<file path="src/rtl/ps2_key_rx.sv">
// rtl/ps2_key_rx.sv - PS/2 keyboard frame receiver with E0/F0 prefix folding.
// Optional odd-parity enforcement: define PS2_PARITY_CHECK_EN.
module ps2_key_rx #(
  parameter int TIMEOUT_CYCLES = 50000
) (
  input  logic       clock,
  input  logic       resetn,
  input  logic       PS2_CLK,
  input  logic       PS2_DAT,
  output logic [7:0] keyCode,
  output logic       keyValid,
  output logic       keyBreak,
  output logic       keyExt,
  output logic       frameError
);

  localparam int TW = $clog2(TIMEOUT_CYCLES + 1);
  localparam logic [TW-1:0] TO_MAX = TW'(TIMEOUT_CYCLES);

  typedef enum logic [1:0] {IDLE, DATA, PARITY, STOP} state_t;

  state_t          state;
  logic            clk_s1, clk_s2, clk_s3;
  logic            dat_s1, dat_s2;
  logic            fall;
  logic [7:0]      shift;
  logic [2:0]      bit_cnt;
  logic [TW-1:0]   tcnt;
  logic            brk_flag, ext_flag;
  logic            frame_ok;
`ifdef PS2_PARITY_CHECK_EN
  logic            par_bit;
`endif

  always_ff @(posedge clock or negedge resetn) begin
    if (!resetn) begin
      clk_s1 <= 1'b1;
      clk_s2 <= 1'b1;
      clk_s3 <= 1'b1;
      dat_s1 <= 1'b1;
      dat_s2 <= 1'b1;
    end else begin
      clk_s1 <= PS2_CLK;
      clk_s2 <= clk_s1;
      clk_s3 <= clk_s2;
      dat_s1 <= PS2_DAT;
      dat_s2 <= dat_s1;
    end
  end

  assign fall = clk_s3 & ~clk_s2;

  // Stop bit must be 1; with parity checking the 9 bits must hold an odd count of ones.
`ifdef PS2_PARITY_CHECK_EN
  assign frame_ok = dat_s2 & (^{shift, par_bit});
`else
  assign frame_ok = dat_s2;
`endif

  always_ff @(posedge clock or negedge resetn) begin
    if (!resetn) begin
      state      <= IDLE;
      shift      <= 8'h00;
      bit_cnt    <= 3'd0;
      tcnt       <= '0;
      brk_flag   <= 1'b0;
      ext_flag   <= 1'b0;
      keyCode    <= 8'h00;
      keyValid   <= 1'b0;
      keyBreak   <= 1'b0;
      keyExt     <= 1'b0;
      frameError <= 1'b0;
`ifdef PS2_PARITY_CHECK_EN
      par_bit    <= 1'b0;
`endif
    end else begin
      keyValid   <= 1'b0;
      frameError <= 1'b0;

      if (state == IDLE || fall) tcnt <= '0;
      else                       tcnt <= tcnt + 1'b1;

      if (fall) begin
        case (state)
          IDLE: begin
            if (!dat_s2) begin
              state   <= DATA;
              bit_cnt <= 3'd0;
            end
          end
          DATA: begin
            shift <= {dat_s2, shift[7:1]};
            if (bit_cnt == 3'd7) state <= PARITY;
            else                 bit_cnt <= bit_cnt + 3'd1;
          end
          PARITY: begin
`ifdef PS2_PARITY_CHECK_EN
            par_bit <= dat_s2;
`endif
            state <= STOP;
          end
          STOP: begin
            state <= IDLE;
            if (!frame_ok) begin
              frameError <= 1'b1;
            end else if (shift == 8'hE0) begin
              ext_flag <= 1'b1;
            end else if (shift == 8'hF0) begin
              brk_flag <= 1'b1;
            end else begin
              keyCode  <= shift;
              keyBreak <= brk_flag;
              keyExt   <= ext_flag;
              keyValid <= 1'b1;
              brk_flag <= 1'b0;
              ext_flag <= 1'b0;
            end
          end
          default: state <= IDLE;
        endcase
      end else if (state != IDLE && tcnt == TO_MAX) begin
        // Stalled keyboard: drop the partial byte silently, prefix flags survive.
        state   <= IDLE;
        bit_cnt <= 3'd0;
        shift   <= 8'h00;
      end
    end
  end

endmodule

</file>
<file path="config.mk">
export PLATFORM = sky130hd
export DESIGN_NAME = ps2_key_rx
export DESIGN_NICKNAME = d
export VERILOG_FILES = /design/src/rtl/ps2_key_rx.sv
export SDC_FILE = /design/constraint.sdc
export NUM_CORES = 1
export LEC_CHECK = 0
export CAP_MARGIN = 5
export CORE_ASPECT_RATIO = 2
export CORE_MARGIN = 2
export CORE_UTILIZATION = 50
export CTS_BUF_LIST = sky130_fd_sc_hd__clkbuf_4 sky130_fd_sc_hd__clkbuf_8
export CTS_CLUSTER_SIZE = 25
export DETAILED_ROUTE_END_ITERATION = 10
export DONT_BUFFER_PORTS = 1
export GPL_ROUTABILITY_DRIVEN = 0
export GPL_TIMING_DRIVEN = 0
export PLACE_DENSITY = 0.78
export SYNTH_ARGS = -nofsm -noshare
export SYNTH_HDL_FRONTEND = slang
export SYNTH_SLANG_ARGS = --single-unit
</file>
<file path="constraint.sdc">
create_clock -name clock -period 1.76 [get_ports clock]
set_input_delay 0.528 -clock clock [delete_from_list [all_inputs] [get_ports clock]]
set_output_delay 0.528 -clock clock [all_outputs]
set_load 0.005 [all_outputs]
</file>
==> Word-level counts from Yosys, hierarchy flattened <==
Cells that the tools add are included.
{ "word_totals": {"inputBits": 4, "ff_bits": 48} }
{ "classes": {"addsub": 2, "bitwise_logic": 4, "mux": 25, "reduce_logical": 11, "eq_ne": 13} }
{ "op_table": {"columns": ["cell", "count"], "rows": [
  ["2-to-1 mux 8 bit", 3],
  ["adder 16 x 1 -> 16 bit, second input constant", 1],
  ["equality test 16 bit, second input constant", 1],
  ["equality test 8 bit, second input constant", 2],
  ["2-to-1 mux 16 bit", 1],
  ["2-to-1 mux 3 bit", 4],
  ["AND reduction 4 bit", 3],
  ["2-to-1 mux 1 bit", 11],
  ["inequality test 3 bit, second input constant", 3],
  ["2-to-1 mux 2 bit", 4],
  ["case mux 2 bit (4 select lines)", 1],
  ["case mux 3 bit (2 select lines)", 1],
  ["AND reduction 5 bit", 1],
  ["equality test 2 bit, second input constant", 2],
  ["nonzero test 2 bit", 2],
  ["adder 3 x 1 -> 3 bit, second input constant", 1],
  ["equality test 3 bit, second input constant", 1],
  ["inequality test 3 x 1 -> 1 bit, second input constant", 1],
  ["NOT 1 bit", 3],
  ["AND reduction 3 bit", 1],
  ["equality test 2 x 1 -> 1 bit, second input constant", 1],
  ["zero test 2 bit", 1],
  ["inequality test 2 x 1 -> 1 bit, second input constant", 1],
  ["inequality test 2 bit, second input constant", 1],
  ["4 further kinds", 4]
]} }

==> Depth between registers and ports, before layout <==
Gate-level depths: netlist (run 1).
{ "logic_depth": {"word_depth": 6, "ltp_mapped": 6, "ltp_nobuf": 6} }

==> Worst setup path before layout (run 1) <==
Ideal clock, no wire load.
{ "synth_timing": {"kind": "register to register", "start": "register clk_s3", "end": "register keyCode[1]", "path_stages_with_launch": 7, "arrival_ns": 1.614, "period_less_slack_ns": 1.739, "path_buffers": 2, "slack_ns": 0.021, "setup_ns": 0.125, "cell_sequence": "dfstp_2 nor2b_1 buf_4 nand3_2 a41oi_2 buf_6 mux2_2"} }
{ "synth_between": {"elab_chain_cells": 2} }
{ "synth_lines": {"columns": ["item", "line_no", "source"], "rows": [
  ["from (decl)", "23", "logic clk_s1, clk_s2, clk_s3;"],
  ["from (signal assigned)", "45", "clk_s3 <= clk_s2;"],
  ["bitwise AND 1 bit", "51", "assign fall = clk_s3 & ~clk_s2;"],
  ["AND reduction 5 bit (no line)", null, null],
  ["to (signal assigned)", "111", "keyCode <= shift;"],
  ["to (decl)", "10", "output logic [7:0] keyCode,"]
]} }
Every way passes these cells.
A chain may end at the register's enable or synchronous reset.

==> Worst setup path in the final report (run 1) <==
{ "layout_timing": {"start": "register clk_s3", "end": "register keyCode[2]"} }
Same word-level chain as after synthesis.

==> Flow_metrics.wiki, run 1 <==
{| class="wikitable"
! Metric !! Value
|-
| Endpoint arrival time on the critical path || 1920 ps
|-
| Boundary Pins || 16
|-
| # DRC || 0
|-
| Final critical-path setup slack || 20.62 ps
|-
| DP Worst Slack || -199.4 ps
|-
| Fraction of registers with async set or reset after synthesis || 1.000
|-
| Final number of setup-violating endpoints || 0
|-
| Dominant cell type by count on the critical path || sky130_fd_sc_hd__buf_6
|-
| Via count || 1454
|-
| Leading area contributor after synthesis || sky130_fd_sc_hd__dfrtp_1
|-
| Initial antenna violation count || 0
|-
| Worst reg2reg path depth || 6
|-
| Count of port buffers added during placement || 0
|-
| Area share of xor/xnor cells in the synthesized design || 0.04350
|-
| Dominant delay contributor by cell family on the critical path || flip-flops
|-
| Worst Setup Start Kind || register
|-
| GR Overflow Total || 0
|-
| Die extent in x || 51.06 um
|-
| Antenna diode instance count || 0
|-
| Layout cell share with drive strength beyond 1 || 0.2941
|-
| Largest net degree at the start of global routing || 44
|-
| Post-layout minimum cycle time || 1739 ps
|-
| Power after layout || 2.984 mW
|-
| Post-synth EDFFs || 0
|-
| RSZ-0062 raised after global routing || yes
|-
| Dominant combinational cell family by area after synthesis || simple AND/OR/NAND/NOR gates
|-
| Mean instance size in the synthesized netlist || 12.24 um2
|-
| End of the worst register-to-register path || keyCode[2]
|-
| Number of buffers created by CTS || 5
|-
| Maximum level of the CTS H-tree || 2
|-
| Register area share after synthesis || 0.5452
|-
| Simple-gate portion of the synthesized area || 0.1746
|-
| Peak ir drop on the vdd network || 0.9467 mV
|-
| Detailed placer's ending HPWL || 2865 um
|-
| Initial core utilization || 0.5154
|-
| Post-Synthesis Cells || 181
|-
| Standard-cell rows || 34
|-
| Clock transition at the register clock pins on the worst setup and hold paths after CTS || 90 ps
|-
| Final critical-path share of the clock period || 0.9883
|-
| Total GRT Usage || 0.1965
|-
| Net Count, Synth || 193
|-
| Number of max-slew violations in the final report || 0
|-
| Worst Skew || 8.165 ps
|-
| Y dimension of the die || 98.12 um
|-
| Crit path cell chain || nor2b_4, buf_6, nand3_4, a41oi_4, buf_6, mux2_4
|-
| Slowest Stage Delay on Critical Path || 530 ps
|-
| Clock tree from TritonCTS || yes
|-
| Critical path capture point type || register
|-
| Kind of critical path || register to register
|-
| Clock insertion delay at the later pin of the skew report || 300 ps
|-
| Post-Syn Area || 2215 um2
|-
| Remaining antenna violation count || 0
|-
| Number of library cell types mapped by synthesis || 44
|-
| Pwr/cell area || 1138 nW/um2
|-
| Result of the run || finished clean
|-
| Detail-routed via count per cell || 5.636
|-
| RR Startpoint || clk_s3
|-
| Critical-path maximum fanout || 7
|-
| Clock root buffer || sky130_fd_sc_hd__clkbuf_8
|-
| Post-Route WL || 4347 um
|-
| Die footprint || 5010 um2
|-
| Post-synthesis compound-gate area fraction || 0.09774
|-
| Worst-path cell with the longest stage delay || sky130_fd_sc_hd__dfstp_2
|-
| Worst setup slack for register-to-register paths || 20 ps
|-
| Worst hold slack across all endpoints || 61.36 ps
|-
| Top_reg_cell synth || sky130_fd_sc_hd__dfrtp_1
|-
| Measured slew at the worst slew-check pin || 409.9 ps
|-
| Drt first-iter violations || 20
|-
| Wire length of the first global-routing pass || 7458 um
|-
| Clock Tree Buf Depth || 2
|-
| Worst path buffer plus inverter count || 2
|-
| Area of the multi-input gates || 1001 um2
|-
| Count of final hold-check violations || 0
|-
| Fraction of synthesized cell area taken by the top area cell type || 0.4859
|-
| Post-synthesis sequential element count || 48
|-
| Net total in the final layout || 215
|-
| Post-synth top cells || 43 x sky130_fd_sc_hd__dfrtp_1, 17 x sky130_fd_sc_hd__nor2_1, 9 x sky130_fd_sc_hd__nand2_1, 9 x sky130_fd_sc_hd__xor2_1
|-
| Cell leakage power || 1.189 nW
|-
| Via count of the first global-routing pass || 1602
|-
| Most area-consuming cells after synthesis || sky130_fd_sc_hd__dfrtp_1 49%, sky130_fd_sc_hd__dfstp_2 5.9%, sky130_fd_sc_hd__ha_1 4.5%, sky130_fd_sc_hd__mux2_2 3.6%, sky130_fd_sc_hd__xor2_1 3.6%
|-
| Type of the worst min-delay path || input pin to asynchronous set/reset pin
|-
| Fill count || 345
|-
| Mux share of post-synthesis cell area || 0.05650
|-
| First drt pass iteration count || 4
|-
| Core outline area || 4297 um2
|-
| FF/Latch Area || 1207 um2
|-
| Warning count from the yosys run || 0
|-
| Max Clock Freq || 574.9 MHz
|-
| Wirelength per Cell || 16.85 um
|-
| Layout-stage area growth over the synthesis result || 18.42%
|-
| Max-cap viol count || 0
|-
| Adder and majority gate portion of the synthesized area || 0.04520
|-
| Number of clock sinks || 48
|-
| CP required || 1940 ps
|-
| Most common cell in the synthesized netlist || sky130_fd_sc_hd__dfrtp_1
|-
| Headroom to the max-slew limit || 0.7245
|}
[routing by layer]
layer	global-route usage	vias up	share of wire
met2	0.3666	19	0.60
li1	-	684	-
met4	0.06861	0	0.010
met3	0.02905	4	0.018
met1	0.2156	747	0.37
met5	0	-	0
[registers in the layout, summed over array words and instances (netlist names), 2 cells and up]
name and count:
tcnt 16, keyCode 8, shift 8, bit_cnt 3, state 2
[stage by stage]
step,utilization,area (um2),instances,setup TNS (ps)
after detailed placement,0.5312,2282,235,-2801
after global routing,0.6104,2623,258,-900.2
after CTS,0.5909,2539,251,-7.580
final,0.6104,2623,258,0
after global placement,0.5312,2282,235,-2018
after floorplan,-,2215,181,0
[how the worst max path moves through the flow]
stage                         from  slack [ps]  cells after the start    endpoint
after floorplan             clk_s3          20                      6  keyCode[1]
after global routing       tcnt[0]         -70                      7    shift[1]
after global placement      clk_s3        -180                      6  keyCode[1]
final                       clk_s3          20                      6  keyCode[2]
after CTS                   clk_s3          -6                      6  keyCode[2]
after detailed placement  state[1]        -200                      6     tcnt[6]
[cell type report]
cell class / count / area share
inverters: 7 / 0.01002
well taps: 54 / 0.02576
plain buffers: 7 / 0.02195
repair buffers: 16 / 0.05200
flip-flops and latches: 48 / 0.4604
clock buffers: 7 / 0.03674
clock inverters: 1 / 0.01145
multi-input cells: 118 / 0.3817
[timing repair]
action,in CTS,in global routing
hold buffers,1,0
endpoints found under the hold margin,43,0
pin swaps,1,2
setup buffers,8,7
endpoints found under the setup margin,30,22
gates resized for setup,11,7
[report_power, final]
group	internal, mW	total, mW	leakage (nW)	switching, mW
sequential	1.29	1.48	0.639	0.187
clock	0.501	0.859	0.0645	0.357
combinational	0.312	0.650	0.486	0.338
[placed cells by master, fill, tap and decap left out, drive strengths merged, types with 3 or more instances in the layout]
cell type / synthesis / final
or3: 3 / 3
inv: 7 / 7
dfstp: 5 / 5
mux2: 9 / 9
and2: 3 / 3
nor2: 17 / 17
nand2b: 4 / 4
xor2: 9 / 9
buf: 4 / 20
nand2: 9 / 9
clkbuf: 4 / 10
ha: 8 / 8
dfrtp: 43 / 43
o21ai: 5 / 5
a21oi: 5 / 5
a22o: 8 / 8
nand4: 6 / 6
nand3: 6 / 6
[kinds of logic after synthesis]
| kind of cell | count (synthesis) |
|---|---|
| AOI/OAI and AO/OA | 27 |
| muxes | 11 |
| adders and majority gates | 8 |
| DFF | 48 |
| buffers and inverters | 15 |
| and+or+nand+nor | 61 |
| xor gates and xnor gates | 11 |
Note: power is estimated with default switching activity, not from simulation.
==> run 2, diff against run 1 <==
--- a/config.mk
+++ b/config.mk
@@ -12,10 +12,10 @@
 export CTS_BUF_LIST = sky130_fd_sc_hd__clkbuf_4 sky130_fd_sc_hd__clkbuf_8
 export CTS_CLUSTER_SIZE = 25
 export DETAILED_ROUTE_END_ITERATION = 10
-export DONT_BUFFER_PORTS = 1
 export GPL_ROUTABILITY_DRIVEN = 0
 export GPL_TIMING_DRIVEN = 0
-export PLACE_DENSITY = 0.78
+export PLACE_DENSITY = 0.82
 export SYNTH_ARGS = -nofsm -noshare
 export SYNTH_HDL_FRONTEND = slang
 export SYNTH_SLANG_ARGS = --single-unit
+export TNS_END_PERCENT = 20
==> run 2 against run 1 <==
Critical path depth stayed put. Clock power is 10% higher. Non-clock buffer count is 6 higher. Clock skew is 4.8 ps higher. Power is 4.6% higher. Worst setup slack worse by 32 ps. The flow now finishes with violations (negative setup slack). Sequential share of layout area is 1.3 points lower. Combinational power is 8.2% higher.
==> Flow_metrics.wiki, run 2 (synthesis results as in run 1) <==
{| class="wikitable"
! Metric !! Value
|-
| Detail-routed via count per cell || 5.500 (-2.4%)
|-
| Antenna diode instance count || 0 (unchanged)
|-
| Placed standard-cell area || 2455 um2 (+7.6%)
|-
| Boundary Pins || 16 (unchanged)
|-
| Final critical-path setup slack || -11.79 ps (-32.41 ps)
|-
| # DRC || 0 (unchanged)
|-
| RR Startpoint || tcnt[0]
|-
| Initial antenna violation count || 0 (unchanged)
|-
| Largest register FFs || 16 (unchanged)
|-
| End of the worst register-to-register path || shift[7]
|-
| Number of clock sinks || 48 (unchanged)
|-
| Result of the run || finished with violations
|-
| Die extent in x || 51.06 um (unchanged)
|-
| Combinational power share || 0.225 (+0.007)
|-
| Number of buffers created by CTS || 5 (unchanged)
|-
| Total GRT Usage || 0.1920 (-0.004527)
|-
| Peak ir drop on the vdd network || 1.179 mV (+25%)
|-
| Clock tree from TritonCTS || yes
|-
| Post-route cell area || 2701 um2 (+3.0%)
|-
| Endpoint arrival time on the critical path || 1960 ps (+40 ps)
|-
| Layout cell share with drive strength beyond 1 || 0.2429 (-0.05126)
|-
| Kind of critical path || register to register
|-
| Flop pwr share || 0.471 (-0.023)
|-
| Worst-path cell with the longest stage delay || sky130_fd_sc_hd__dfrtp_1
|-
| Count of final hold-check violations || 0 (unchanged)
|-
| Core outline area || 4297 um2 (unchanged)
|-
| Clock transition at the register clock pins on the worst setup and hold paths after CTS || 100 ps (about the same)
|-
| Worst reg2reg path depth || 6 (unchanged)
|-
| Pwr/cell area || 1155 nW/um2 (+1.5%)
|-
| Internal Power || 2.234 mW (+6.3%)
|-
| Type of the worst min-delay path || input pin to asynchronous set/reset pin
|-
| Via count || 1452 (-0.14%)
|-
| Clock share of power || 0.303 (+0.015)
|-
| First drt pass iteration count || 4 (unchanged)
|-
| Max Clock Freq || 564.4 MHz (-1.8%)
|-
| Largest net degree at the start of global routing || 27 (-39%)
|-
| Commonest non-fill, non-tap cells in the layout || 43 x sky130_fd_sc_hd__dfrtp_1, 17 x sky130_fd_sc_hd__nor2_1, 14 x sky130_fd_sc_hd__clkdlybuf4s50_1
|-
| Cell leakage power || 1.199 nW (+0.82%)
|-
| Clock root buffer || sky130_fd_sc_hd__clkbuf_8
|-
| Count of port buffers added during placement || 15 (+15)
|-
| Initial core utilization || 0.5154 (unchanged)
|-
| Register ranked first by flip-flop count || tcnt
|-
| Worst Skew || 12.99 ps (+4.820 ps)
|-
| Via count of the first global-routing pass || 1563 (-2.4%)
|-
| Final number of setup-violating endpoints || 3 (+3)
|-
| Clock insertion delay at the later pin of the skew report || 300 ps (about the same)
|-
| Slowest Stage Delay on Critical Path || 420 ps (-110 ps)
|-
| Most frequent standard cell in the layout excluding fill and tap cells || sky130_fd_sc_hd__dfrtp_1
|-
| Wire length of the first global-routing pass || 7245 um (-2.9%)
|-
| Worst Setup Start Kind || register
|-
| Post-Route WL || 4243 um (-2.4%)
|-
| Y dimension of the die || 98.12 um (unchanged)
|-
| Largest registers || tcnt x16, keyCode x8, shift x8
|-
| Post-layout minimum cycle time || 1772 ps (+32.41 ps)
|-
| Final critical-path share of the clock period || 1.007 (+0.01841)
|-
| Wirelength per Cell || 16.07 um (-4.6%)
|-
| GR Overflow Total || 0 (unchanged)
|-
| Utilization after layout || 0.6287 (+0.01835)
|-
| Die footprint || 5010 um2 (unchanged)
|-
| Clock Tree Buf Depth || 2 (unchanged)
|-
| Number of buffers inserted for hold repair after clock tree synthesis || 0 (-1)
|-
| Switching Fraction || 0.2841 (-0.01173)
|-
| Critical path capture point type || register
|-
| Drt first-iter violations || 10 (-50%)
|-
| Number of max-slew violations in the final report || 0 (unchanged)
|-
| Remaining antenna violation count || 0 (unchanged)
|-
| Crit path cell chain || inv_1, ha_1, nand4b_1, nor4_4, a21oi_1, a22o_1
|-
| Net total in the final layout || 221 (+2.8%)
|-
| Measured slew at the worst slew-check pin || 636.1 ps (+226.2 ps)
|-
| CP required || 1940 ps (about the same)
|-
| Violated checks || negative setup slack
|-
| RSZ-0062 raised after global routing || yes
|-
| Headroom to the max-slew limit || 0.5759 (-0.1485)
|-
| Maximum level of the CTS H-tree || 2 (unchanged)
|-
| Worst setup slack for register-to-register paths || -10 ps (-30 ps)
|-
| Max-cap viol count || 0 (unchanged)
|-
| Critical-path maximum fanout || 8 (+1)
|-
| Detailed placer's ending HPWL || 2961 um (+3.3%)
|-
| P_sw || 886.7 uW (+0.45%)
|-
| Layout-stage area growth over the synthesis result || 21.98%
|-
| Standard-cell rows || 34 (unchanged)
|}
[run 2: power groups by stage]
stage | sequential, mW | clock, mW | combinational (mW)
global placement | 1.46 | 0 | 0.609
global route | 1.49 | 1.01 | 0.790
CTS | 1.46 | 0.968 | 0.681
finish | 1.47 | 0.947 | 0.703
floorplan | 1.43 | 0 | 0.397
detailed placement | 1.47 | 0 | 0.628
[run 2: per-stage QoR]
stage               instances  hold WS (ps)  total power [mW]  TNS [ps]  worst slack [ps]
CTS                       264         218.5             3.112         0             1.961
global route              264         239.4             3.288    -874.6            -90.06
finish                    264         212.3             3.121    -27.10            -11.79
floorplan                 181         232.4             1.826         0             21.19
global placement          250         345.9             2.069    -52720             -1112
detailed placement        251         347.8             2.095     -2245            -191.8
[run 2: routing by layer]
metal | part of all wire | track usage | vias up | wire (um)
met5 | 0 | 0 | - | 0
met4 | 0.024 | 0.08732 | 0 | 100
met3 | 0.019 | 0.02599 | 10 | 81
met2 | 0.60 | 0.3656 | 20 | 2564
met1 | 0.35 | 0.1944 | 725 | 1497
li1 | - | - | 697 | -
[run 2: critical path: cells and delay by family (launching register included)]
family | cells | cell delay [ps]
flops | 1 | 420
fa+ha+maj | 1 | 160
buf+inv | 1 | 80
simple gates | 2 | 470
compound gates | 2 | 510
[run 2: timing repair]
item,in CTS,in global routing
gates resized for setup,4,10
endpoints found under the setup margin,28,29
buffers inserted,5,1
pin swaps,1,2
[run 2: cell type report]
class                      instances  area [um2]
buffer                             7       53.80
clock buffer                       6       76.32
clock inverter                     2       60.06
fill                             324        1595
inverter                           7       26.28
multi-input combinational        118       992.2
sequential                        48        1207
tap                               54       67.56
timing repair buffer              22       217.7
[run 2: worst max path at each step]
stage | slack [ps] | start | cells past startpoint | endpoint
finish | -10 | tcnt[0] | 6 | shift[7]
global route | -90 | tcnt[0] | 6 | shift[6]
CTS | 2 | state[0] | 6 | tcnt[6]
detailed placement | -190 | clk_s3 | 6 | keyCode[5]
global placement | -1110 | resetn | 1 | shift[1]
floorplan | 20 | clk_s3 | 6 | keyCode[1]
